--- config.mk ---
export PLATFORM = sky130hd
export DESIGN_NAME = pipo_load_arbiter
export DESIGN_NICKNAME = d
export VERILOG_FILES = /design/src/rtl/pipo_arb_pkg.sv /design/src/rtl/rr_priority_pick.sv /design/src/rtl/pipo_load_arbiter.sv
export SDC_FILE = /design/constraint.sdc
export NUM_CORES = 1
export LEC_CHECK = 0
export BUFFER_PORTS_ARGS = -buffer_cell sky130_fd_sc_hd__buf_4
export CAP_MARGIN = 20
export CORE_MARGIN = 5
export CORE_UTILIZATION = 41
export DETAILED_ROUTE_END_ITERATION = 16
export PLACE_DENSITY_LB_ADDON = 0.15
export SETUP_SLACK_MARGIN = 0.1
export SYNTH_ARGS = -nofsm -noshare
export SYNTH_HDL_FRONTEND = slang
export SYNTH_SLANG_ARGS = --single-unit
--- constraint.sdc ---
create_clock -name CLK -period 2.4 [get_ports CLK]
set_input_delay 0.48 -clock CLK [delete_from_list [all_inputs] [get_ports CLK]]
set_output_delay 0.48 -clock CLK [all_outputs]
set_load 0.02 [all_outputs]
--- src/rtl/pipo_arb_pkg.sv ---
// Shared types and helpers for the PIPO load arbiter.
// The optional ARB_LOCK_EN build adds a per-requester LOCK input on the top level.
package pipo_arb_pkg;

  typedef enum logic [1:0] {
    ST_IDLE = 2'd0,
    ST_LOAD = 2'd1,
    ST_HOLD = 2'd2
  } arb_state_t;

  localparam int DEF_N = 4;
  localparam int DEF_W = 4;

  // Index width for n requesters; never narrower than one bit.
  function automatic int idx_w(input int n);
    return (n <= 1) ? 1 : $clog2(n);
  endfunction

endpackage

--- src/rtl/rr_priority_pick.sv ---
// Combinational round-robin pick: the first set request at or after the pointer, wrapping mod N.
module rr_priority_pick
  import pipo_arb_pkg::*;
#(
  parameter int N  = DEF_N,
  parameter int IW = idx_w(DEF_N)
) (
  input  logic [N-1:0]  i_req,
  input  logic [IW-1:0] i_pointer,
  output logic [IW-1:0] o_winner,
  output logic          o_any_req
);

  int w_best;

  // The winner is the set request with the smallest forward distance from the pointer.
  always_comb begin
    o_winner  = '0;
    o_any_req = 1'b0;
    w_best    = N;
    for (int j = 0; j < N; j++) begin
      if (i_req[j] && (((j + N - int'(i_pointer)) % N) < w_best)) begin
        w_best    = (j + N - int'(i_pointer)) % N;
        o_winner  = IW'(j);
        o_any_req = 1'b1;
      end
    end
  end

endmodule

--- src/rtl/pipo_load_arbiter.sv ---
// Round-robin arbiter that sequences single-cycle loads into a shared PIPO register.
// Defining ARB_LOCK_EN adds a LOCK input that pins arbitration to the last granted requester.
module pipo_load_arbiter
  import pipo_arb_pkg::*;
#(
  parameter int N           = DEF_N,
  parameter int W           = DEF_W,
  parameter int HOLD_CYCLES = 0
) (
  input  logic                  CLK,
  input  logic                  RST_N,
  input  logic [N-1:0]          REQ,
  input  logic [N*W-1:0]        REQ_DATA,
  output logic [N-1:0]          GNT,
  output logic                  LOAD,
  output logic [W-1:0]          DATA_OUT,
  input  logic [W-1:0]          REG_Q,
  output logic [idx_w(N)-1:0]   OWNER,
  output logic                  VALID,
  output logic                  BUSY,
  output logic [W-1:0]          RDATA,
`ifdef ARB_LOCK_EN
  input  logic [N-1:0]          LOCK,
`endif
  output arb_state_t            DBG_STATE
);

  localparam int IW = idx_w(N);
  localparam logic [3:0]    HOLD_INIT = (HOLD_CYCLES > 0) ? 4'(HOLD_CYCLES - 1) : 4'd0;
  localparam logic [IW-1:0] LAST_IDX  = IW'(N - 1);

  function automatic logic [IW-1:0] rr_next(input logic [IW-1:0] idx);
    return (idx == LAST_IDX) ? '0 : idx + 1'b1;
  endfunction

  arb_state_t    r_state;
  arb_state_t    w_next_state;
  logic [IW-1:0] r_ptr;
  logic [IW-1:0] r_winner;
  logic [W-1:0]  r_data;
  logic [IW-1:0] r_owner;
  logic          r_valid;
  logic [3:0]    r_hold_cnt;

  logic [N-1:0]  w_req_eff;
  logic [IW-1:0] w_ptr_eff;
  logic [IW-1:0] w_winner;
  logic          w_any;
  logic [W-1:0]  w_sel_data;

`ifdef ARB_LOCK_EN
  logic          r_lock;
  logic [N-1:0]  w_owner_oh;
  logic          w_lock_hold;
  logic          w_lock_release;

  always_comb begin
    w_owner_oh = '0;
    for (int j = 0; j < N; j++) w_owner_oh[j] = (r_owner == IW'(j));
  end

  // A held lock masks every other requester; dropping it resumes rotation past the owner.
  assign w_lock_hold    = r_lock && |(LOCK & w_owner_oh);
  assign w_lock_release = r_lock && !(|(LOCK & w_owner_oh)) && (r_state == ST_IDLE);
  assign w_req_eff      = w_lock_hold ? (REQ & w_owner_oh) : REQ;
  assign w_ptr_eff      = w_lock_release ? rr_next(r_owner) : r_ptr;
`else
  assign w_req_eff = REQ;
  assign w_ptr_eff = r_ptr;
`endif

  rr_priority_pick #(
    .N  (N),
    .IW (IW)
  ) u_pick (
    .i_req     (w_req_eff),
    .i_pointer (w_ptr_eff),
    .o_winner  (w_winner),
    .o_any_req (w_any)
  );

  always_comb begin
    w_sel_data = '0;
    for (int j = 0; j < N; j++) begin
      if (w_winner == IW'(j)) w_sel_data = REQ_DATA[j*W +: W];
    end
  end

  always_comb begin
    w_next_state = r_state;
    case (r_state)
      ST_IDLE: if (w_any) w_next_state = ST_LOAD;
      ST_LOAD: w_next_state = (HOLD_CYCLES > 0) ? ST_HOLD : ST_IDLE;
      ST_HOLD: if (r_hold_cnt == 4'd0) w_next_state = ST_IDLE;
      default: w_next_state = ST_IDLE;
    endcase
  end

  always_ff @(posedge CLK or negedge RST_N) begin
    if (!RST_N) begin
      r_state    <= ST_IDLE;
      r_ptr      <= '0;
      r_winner   <= '0;
      r_data     <= '0;
      r_owner    <= '0;
      r_valid    <= 1'b0;
      r_hold_cnt <= 4'd0;
`ifdef ARB_LOCK_EN
      r_lock     <= 1'b0;
`endif
    end else begin
      r_state <= w_next_state;
      case (r_state)
        ST_IDLE: begin
          if (w_any) begin
            r_winner <= w_winner;
            r_data   <= w_sel_data;
          end
`ifdef ARB_LOCK_EN
          if (w_lock_release) begin
            r_lock <= 1'b0;
            r_ptr  <= rr_next(r_owner);
          end
`endif
        end
        ST_LOAD: begin
          r_owner    <= r_winner;
          r_valid    <= 1'b1;
          r_hold_cnt <= HOLD_INIT;
`ifdef ARB_LOCK_EN
          if (|(LOCK & GNT)) begin
            r_lock <= 1'b1;
          end else begin
            r_lock <= 1'b0;
            r_ptr  <= rr_next(r_winner);
          end
`else
          r_ptr <= rr_next(r_winner);
`endif
        end
        ST_HOLD: if (r_hold_cnt != 4'd0) r_hold_cnt <= r_hold_cnt - 4'd1;
        default: ;
      endcase
    end
  end

  assign LOAD = (r_state == ST_LOAD);
  assign BUSY = (r_state != ST_IDLE);

  always_comb begin
    GNT = '0;
    for (int j = 0; j < N; j++) GNT[j] = LOAD && (r_winner == IW'(j));
  end

  assign DATA_OUT  = r_data;
  assign OWNER     = r_owner;
  assign VALID     = r_valid;
  assign RDATA     = r_valid ? REG_Q : '0;
  assign DBG_STATE = r_state;

endmodule

Word-level counts from Yosys, hierarchy flattened:

Cells that the tools add are included.
W data, S select, Z words.

* add/subtract/negate cells: 6
* magnitude comparators: 4
* equal/unequal tests: 11
* multiplexer cells: 21
* bitwise logic cells: 4
* reductions and logical operators: 22

Operators by type and width (number)
* $lt A3 B32 Y1: 3
* $mux W32: 3
* $mux W4: 6
* $sub A3 B2 Y4 const A: 4
* $eq A2 B2 Y1 const B: 5
* $mux W2: 5
* $logic_and A1 B1 Y1: 8
* $pmux W4 S2: 1
* $reduce_or A2 Y1: 4
* $eq A2 B1 Y1 const B: 3
* $logic_not A2 Y1: 3
* $reduce_and A2 Y1: 3
* $mux W1: 5
* $and A1 B1 Y1: 4
* $logic_not A4 Y1: 1
* $lt A3 B4 Y1 const B: 1
* $ne A2 B2 Y1 const B: 2
* $pmux W2 S2: 1
* $reduce_bool A2 Y1: 2
* $reduce_bool A4 Y1: 1
* $sub A4 B1 Y4 const B: 1
* $add A2 B1 Y2 const B: 1
* $ne A2 B1 Y1 const B: 1

* register bits after elaboration: 17
* output and inout bits: 19
* logic and storage cells: 75

Longest topological paths before layout:

Gate-level depths: netlist (run 1).

* word-level depth: 20
* depth in mapped cells: 17
* mapped depth without buffers: 15

Hierarchy:

A second synthesis (run 1) with hierarchy kept.

* cells, all modules: 82
* area, all modules: 910.9 sq um

By module, submodules not included
* pipo_load_arbiter: times used 1, cells an instance 49, area an instance 693.2 sq um, sequential area each 300.3 sq um
* rr_priority_pick: times used 1, cells an instance 33, area an instance 217.7 sq um, sequential area each 0.0 sq um

Worst setup path after synthesis (run 1):

OpenSTA, ideal clock, no wires.

* kind: input port to flip-flop
* from: in REQ[0]
* to: reg r_data[0], in the netlist DATA_OUT[0]
* arrival: 2648 ps
* path slack: -380 ps
* cell stages on the path: 17
* cell sequence: buf_6 -> mux2i_1 -> a32oi_1 -> ha_1 -> o21a_1 -> nor2_2 -> o21ai_1 -> buf_2 -> nand2_1 -> o21ai_1 -> ha_1 -> o32ai_1 -> nand2_1 -> o31a_1 -> buf_6 -> o2111ai_2 -> o211ai_2

* word-level cells in the longest chain between the ends: 16
* elaborated cells between the ends (all ways): 26

Ends and longest elaborated chain
* start: declaration: RTL line pipo_load_arbiter.sv:12 `input logic [N-1:0] REQ,`
* $logic_and A1 B1 Y1 (*): RTL line rr_priority_pick.sv:22 `if (i_req[j] && (((j + N - int'(i_pointer)) % N) < w_best)) begin`
* $mux W32: RTL line rr_priority_pick.sv:22
* $lt A3 B32 Y1: RTL line rr_priority_pick.sv:22
* $logic_and A1 B1 Y1: RTL line rr_priority_pick.sv:22
* $mux W32: RTL line rr_priority_pick.sv:22
* $lt A3 B32 Y1: RTL line rr_priority_pick.sv:22
* $logic_and A1 B1 Y1: RTL line rr_priority_pick.sv:22
* $mux W32: RTL line rr_priority_pick.sv:22
* $lt A3 B32 Y1: RTL line rr_priority_pick.sv:22
* $logic_and A1 B1 Y1: RTL line rr_priority_pick.sv:22
* $mux W2: RTL line rr_priority_pick.sv:22
* $logic_not A2 Y1: RTL line pipo_load_arbiter.sv:85 `if (w_winner == IW'(j)) w_sel_data = REQ_DATA[j*W +: W];`
* $mux W4 (4 in a row): RTL line pipo_load_arbiter.sv:85
* end signal: assignment: RTL line pipo_load_arbiter.sv:117 `r_data <= w_sel_data;`
* end: declaration: RTL line pipo_load_arbiter.sv:40 `logic [W-1:0] r_data;`

Every way passes the cells marked *; elsewhere a longest branch is shown, timed or not.
A chain may end at the register's enable or synchronous reset.

Final worst setup path (run 1):

* from: reg r_ptr[0]
* to: reg r_data[3], in the netlist DATA_OUT[3]

* word-level cells in the longest chain between the ends: 20
* elaborated cells between the ends (all ways): 39

Ends and longest elaborated chain
* start: declaration: RTL line pipo_load_arbiter.sv:38 `logic [IW-1:0] r_ptr;`
* start signal: assignment: RTL line pipo_load_arbiter.sv:138 `r_ptr <= rr_next(r_winner);`
* $sub A3 B2 Y4: RTL line rr_priority_pick.sv:22, rr_priority_pick.sv:23
* $reduce_or A2 Y1 (no source line)
* $and A1 B1 Y1 (no source line)
* $lt A3 B4 Y1: RTL line rr_priority_pick.sv:22
* $logic_and A1 B1 Y1: RTL line rr_priority_pick.sv:22
* $mux W32: RTL line rr_priority_pick.sv:22
* $lt A3 B32 Y1: RTL line rr_priority_pick.sv:22
* $logic_and A1 B1 Y1: RTL line rr_priority_pick.sv:22
* $mux W32: RTL line rr_priority_pick.sv:22
* $lt A3 B32 Y1: RTL line rr_priority_pick.sv:22
* $logic_and A1 B1 Y1: RTL line rr_priority_pick.sv:22
* $mux W32: RTL line rr_priority_pick.sv:22
* $lt A3 B32 Y1: RTL line rr_priority_pick.sv:22
* $logic_and A1 B1 Y1: RTL line rr_priority_pick.sv:22
* $mux W2: RTL line rr_priority_pick.sv:22
* $logic_not A2 Y1: RTL line pipo_load_arbiter.sv:85
* $mux W4 (4 in a row): RTL line pipo_load_arbiter.sv:85

Parallel ways exist; a longest one is shown, timed or not.

==> qor.txt, run 1 <==
Status: finished, violations left
Violated checks: negative setup slack
Worst VDD drop: 0.000768 V
Mean Syn Cell Area: 9.67 um2
Final wirelength: 2360 um
Reg2reg end: DATA_OUT[3]
Diodes inserted: 0
Instance area at placement: 1330 um2
Yosys warns: 0
Post-synthesis sequential area ratio: 0.320
DRT Pass-1 Iters: 4
Row cnt: 17
Clock Skew: 0.00290 ns
CP endpoint kind: register
Initial antenna violation count: 0
# fillers: 186
Routed Antenna Nets: 0
Area delta synth->final: 55.6%
Worst-Skew Late Latency: 0.27 ns
CP Max Fanout: 10
RSZ-0062 raised after global routing: yes
Final min period: 2.56 ns
Final hold vios: 0
Die Height: 57.8 um
Slew @ Worst Pin: 0.889 ns
Placer Congestion: 0.746
R2R setup slack: -0.16 ns
Mapped Cells: 97
Max-Cap Viols: 0
Top-area cell type share of the netlist area: 0.320
Vias: 885
TritonCTS clock tree: built
Final slew viol count: 0
Total power: 1.78 mW
WL/cell: 12.9 um
Clk buf depth: 2
Largest net degree at the start of global routing: 18
Highest Clock Rate: 390 MHz
End of the critical path: DATA_OUT[3]
Gr usage total: 0.148
Reg2Reg Depth: 15
Hold crit path type: in -> async
Final HPWL DP: 1800 um
Final Cycle Share: 1.07
H-tree Lvls: 1
TritonCTS Buffers: 3
Number of global-route vias before repair: 933
Design area: 1460 um2
DIE AREA: 3350 um2
Synth area leaders: dfrtp_1 (32%), ha_1 (8.0%), o2111ai_2 (6.4%)
Final setup vio count: 6
Post-route DRC violation count: 0
Port Buffers: 43
Worst slew margin: 0.405
Critical Path RT: 2.55 ns
Type of origin of the critical path: register
Commonest non-fill, non-tap cell in the layout: buf_4
Area leader, netlist: dfrtp_1
Mapped cell area: 938 um2
Placeable Area: 2190 um2
CTS Hold Buffers Added: 0
Root buf cell: clkbuf_4
Pleak: 0.712 nW
Fin Hold WS: 0.0332 ns
First-pass GRT wire length: 3970 um
Final net count: 188
Ports: 45
Worst-path clk slew: 0.08 ns
Initial Utilization: 0.428
WP data arrival: 2.71 ns
TNS Setup: -0.785 ns
Ys async rst share: 1.00
Worst setup startpoint: r_ptr[0]
Proportion of layout cells with a drive suffix above 1: 0.594
#FFs+latches synth: 12
FF-to-FF Start: r_ptr[0]
DR vias/cell: 4.84
Synth Flop Type: dfrtp_1
First DRT Iteration DRCs: 12
Yosys cell types: 31
Power Dens Cells: 1220 nW/um2
Commonest non-fill, non-tap cells in the layout: buf_4 (62), nand2_1 (13), dfrtp_1 (10)
Clock sink count: 12
Total global routing overflow: 0
WS Path Type: reg -> reg
Post-synth EDFFs: 0
Setup ws final: -0.164 ns
Net Count, Synth: 129
Die width: 57.8 um
## area by class of cell
| type | instances | area, um2 | share of cell area |
|---|---|---|---|
| sequential | 12 | 303 | 0.207 |
| inverter | 4 | 15.0 | 0.0103 |
| multi-input combinational | 72 | 586 | 0.401 |
| tap | 28 | 35.0 | 0.0240 |
| clock buffer | 4 | 36.3 | 0.0249 |
| timing repair buffer | 63 | 485 | 0.332 |
## layer usage
metal / global-route usage / vias to the layer above / share of wire
met5: 0 / - / 0
met4: 0.0695 / 0 / 0
met3: 0.0379 / 0 / 0.090
met2: 0.252 / 35 / 0.49
met1: 0.174 / 397 / 0.42
li1: - / 453 / -
## timing repair
action                     CTS  global route
setup endpoints to repair    6             6
buffers inserted             6             3
pin swaps                    4             3
gates resized for setup      1             6
## stage by stage
| step | instances | utilization | setup WS [ns] |
|---|---|---|---|
| 2_1_floorplan | 97 | - | -0.264 |
| 3_3_place_gp | 170 | 0.605 | -0.213 |
| 3_5_place_dp | 170 | 0.605 | -0.318 |
| 4_1_cts | 180 | 0.645 | -0.115 |
| 5_1_grt | 183 | 0.666 | -0.378 |
| 6_report | 183 | 0.666 | -0.164 |
## worst min path at each step
stage	slack, ns	endpoint	cells past startpoint	start
2_1_floorplan	0.18	DATA_OUT[0]	0	RST_N
3_3_place_gp	0.33	r_ptr[0]	1	RST_N
3_5_place_dp	0.33	r_ptr[0]	1	RST_N
4_1_cts	0.03	OWNER[0]	1	RST_N
5_1_grt	0.02	OWNER[1]	1	RST_N
6_report	0.03	OWNER[1]	1	RST_N
## cell families (layout without fill, tap and decap cells)
family          count (synthesis)  in the layout  synth area share
other cells                     1              1           0.00400
fa+ha+maj                       6              6            0.0800
simple gates                   32             32             0.169
flops                          12             12             0.320
xor+xnor                        1              1           0.00934
compound gates                 24             24             0.237
mux                             8              8            0.0893
buf+inv                        13             71            0.0907
## where the power goes
group / switching [mW] / internal, mW
logic: 0.572 / 0.666
clock network: 0.0690 / 0.0921
registers: 0.0860 / 0.295
## cells in the mapped netlist (2+ instances only)
cell and count:
buf_4 3, o21ai_1 2, dfrtp_1 12, buf_2 2, a32oi_1 2, o21ai_0 5
and2_1 8, o211ai_2 4, ha_1 6, buf_6 3, nand2_1 13, nand2b_1 2
mux2_2 3, mux2i_1 5, inv_1 3, o2111ai_2 4, nor2_1 6
## sequential cells by signal, summed over array words and instances (netlist names)
| name | cells |
|---|---|
| VALID | 1 |
| r_ptr | 2 |
| DBG_STATE | 1 |
| DATA_OUT | 4 |
| OWNER | 2 |
| r_winner | 2 |
## critical path, cell delays in order, from the launching register on
cell and delay [ns]:
dfrtp_2 0.45, mux2i_1 0.20, a32oi_2 0.09, ha_1 0.29, o21a_1 0.12, nor2_2 0.05
o21ai_2 0.19, nand2_1 0.09, o21ai_2 0.07, ha_1 0.25, o32ai_2 0.09, nand2_1 0.08
o31a_1 0.14, buf_12 0.16, o2111ai_2 0.08, o211ai_2 0.10
Power figures use the tool's default switching activity.
==> inputs of run 2 (changes only) <==
--- a/config.mk
+++ b/config.mk
@@ -15,3 +15,4 @@
 export SYNTH_ARGS = -nofsm -noshare
 export SYNTH_HDL_FRONTEND = slang
 export SYNTH_SLANG_ARGS = --single-unit
+export TNS_END_PERCENT = 5
==> run 2 against run 1 <==
Compared with the run above: the run still ends with negative setup slack left; worst hold slack worse by 0.0065 ns; first-iteration DRC count down 8.3%; utilization down 3.8 points; sequential share of layout area up 1.1 points; sequential power about the same; flip-flop and latch count unchanged; largest power group unchanged; critical endpoint is now DATA_OUT[1]; wire length down 5.1%; maximum frequency up 2.7%; largest cell class unchanged.
==> qor.txt, run 2 (synthesis gave the netlist of run 1 again) <==
Status: finished, violations left
Violated checks: negative setup slack
Commonest non-fill, non-tap cells in the layout: buf_4 (54), nand2_1 (13), dfrtp_1 (12)
Final Cycle Share: 1.04 (-0.0284)
Final Util: 0.628 (-0.0383)
Power Dens Cells: 1130 nW/um2 (-7.0%)
Worst-path clk slew: 0.08 ns (about the same)
H-tree Lvls: 1 (unchanged)
Proportion of layout cells with a drive suffix above 1: 0.531 (-0.0629)
Die width: 57.8 um (unchanged)
Gr usage total: 0.145 (-0.00322)
WP data arrival: 2.69 ns (-0.02 ns)
TritonCTS Buffers: 3 (unchanged)
Diodes inserted: 0 (unchanged)
Ports: 45 (unchanged)
DIE AREA: 3350 um2 (unchanged)
Row cnt: 17 (unchanged)
Hold crit path type: in -> async
First-pass GRT wire length: 3880 um (-2.3%)
Commonest non-fill, non-tap cell in the layout: buf_4
Placeable Area: 2190 um2 (unchanged)
Type of origin of the critical path: register
Final non-filler cell total: 175 (-4.4%)
Final setup vio count: 6 (unchanged)
CP max-delay cell: dfrtp_1
Final wirelength: 2240 um (-5.1%)
Critical Path RT: 2.59 ns (+0.04 ns)
DRT Pass-1 Iters: 3 (-1)
Final hold vios: 0 (unchanged)
Placed Instances: 168 (-1.2%)
Clk buf depth: 2 (unchanged)
Worst slew margin: 0.381 (-0.0240)
Clock sink count: 12 (unchanged)
Total power: 1.56 mW (-12%)
Slew @ Worst Pin: 0.925 ns (+0.0359 ns)
Initial antenna violation count: 0 (unchanged)
Routed Antenna Nets: 0 (unchanged)
Worst VDD drop: 0.000616 V (-20%)
Root buf cell: clkbuf_4
Setup ws final: -0.0964 ns (+0.0681 ns)
CP max stage delay: 0.43 ns (-0.02 ns)
Largest net degree at the start of global routing: 19 (+1)
Number of global-route vias before repair: 913 (-2.1%)
Fin Hold WS: 0.0267 ns (-0.00646 ns)
Initial Utilization: 0.428 (unchanged)
Total global routing overflow: 0 (unchanged)
Port Buffers: 43 (unchanged)
Area delta synth->final: 46.7%
Clock Skew: 0.00660 ns (+0.00369 ns)
Pleak: 0.666 nW (-6.4%)
Max-Cap Viols: 0 (unchanged)
# fillers: 198 (+6.5%)
WL/cell: 12.8 um (-0.74%)
DR vias/cell: 4.92 (+1.7%)
Post-route DRC violation count: 0 (unchanged)
Largest register FFs: 4 (unchanged)
CP Buf/Inv Count: 1 (unchanged)
Vias: 861 (-2.7%)
CP endpoint kind: register
Delay-heaviest family, CP: compound AO/OA/AOI/OAI gates
Final slew viol count: 0 (unchanged)
Final net count: 180 (-4.3%)
Highest Clock Rate: 401 MHz (+2.7%)
Footprint of the multi-input gates: 564 um2 (-3.6%)
Place WS: -0.313 ns (+0.00494 ns)
Final HPWL DP: 1760 um (-2.5%)
FF+latch area: 300 um2 (-0.83%)
Worst-Skew Late Latency: 0.27 ns (about the same)
CP Max Fanout: 10 (unchanged)
First DRT Iteration DRCs: 11 (-1)
RSZ-0062 raised after global routing: yes
Final min period: 2.50 ns (-0.0681 ns)
WS Path Type: reg -> reg
Crit-path cells: mux2i_1 -> a32oi_1 -> ha_1 -> o21a_1 -> nor2_2 -> o21ai_2 -> nand2_1 -> o21ai_1 -> ha_1 -> o32ai_2 -> nand2_1 -> o31a_1 -> buf_12 -> o2111ai_2 -> o211ai_2
Placer Congestion: 0.750 (+0.50%)
Die Height: 57.8 um (unchanged)
TritonCTS clock tree: built
run 2: changes by cell type in the layout (fill, tap and decap cells not counted), sizes merged:
cell,delta
buf,-8
run 2: metal layers:
layer,global-route usage,share of wire
met1,0.156,0.40
met2,0.273,0.50
met3,0.0490,0.097
met4,0.0298,0.0049
met5,0,0
run 2: path summary, 6_finish.rpt:
check                             start     endpoint  slack, ns  depth (start not counted)
max reg2reg                    r_ptr[0]  DATA_OUT[1]       -0.1                         15
max in group asynchronous         RST_N  DATA_OUT[3]       2.22                          1
min                               RST_N     r_ptr[0]       0.03                          1
min reg2reg                    OWNER[0]     OWNER[0]       0.52                          1
min in group CLK           REQ_DATA[15]  DATA_OUT[3]       0.48                          3
max                            r_ptr[0]  DATA_OUT[1]       -0.1                         15
run 2: cell type report:
| type | instances | share of cell area |
|---|---|---|
| Timing Repair Buffer | 55 | 0.309 |
| Sequential cell | 12 | 0.218 |
| Inverter | 4 | 0.0109 |
| Multi-Input combinational cell | 72 | 0.410 |
| Tap cell | 28 | 0.0255 |
| Clock buffer | 4 | 0.0264 |
run 2: per-stage QoR:
stage	area, um2	TNS [ns]
after floorplan	948	-1.44
after detailed placement	1310	-1.65
after global placement	1310	-1.18
after CTS	1370	-0.326
after global routing	1380	-1.40
final	1380	-0.370
run 2: report_power, final:
part           internal, mW  total, mW  leakage (nW)  switching (mW)
sequential            0.292      0.380         0.139          0.0886
combinational         0.515       1.02         0.506           0.506
clock                0.0922      0.159        0.0210          0.0667
total                 0.899       1.56         0.666           0.661
run 2: repair_timing:
action / in CTS / in global routing
buffers inserted: 2 / 1
hold buffers: 0 / 0
resized for setup: 1 / 0
endpoints found under the setup margin: 6 / 6
cloned: 0 / 0
pin swaps: 2 / 1
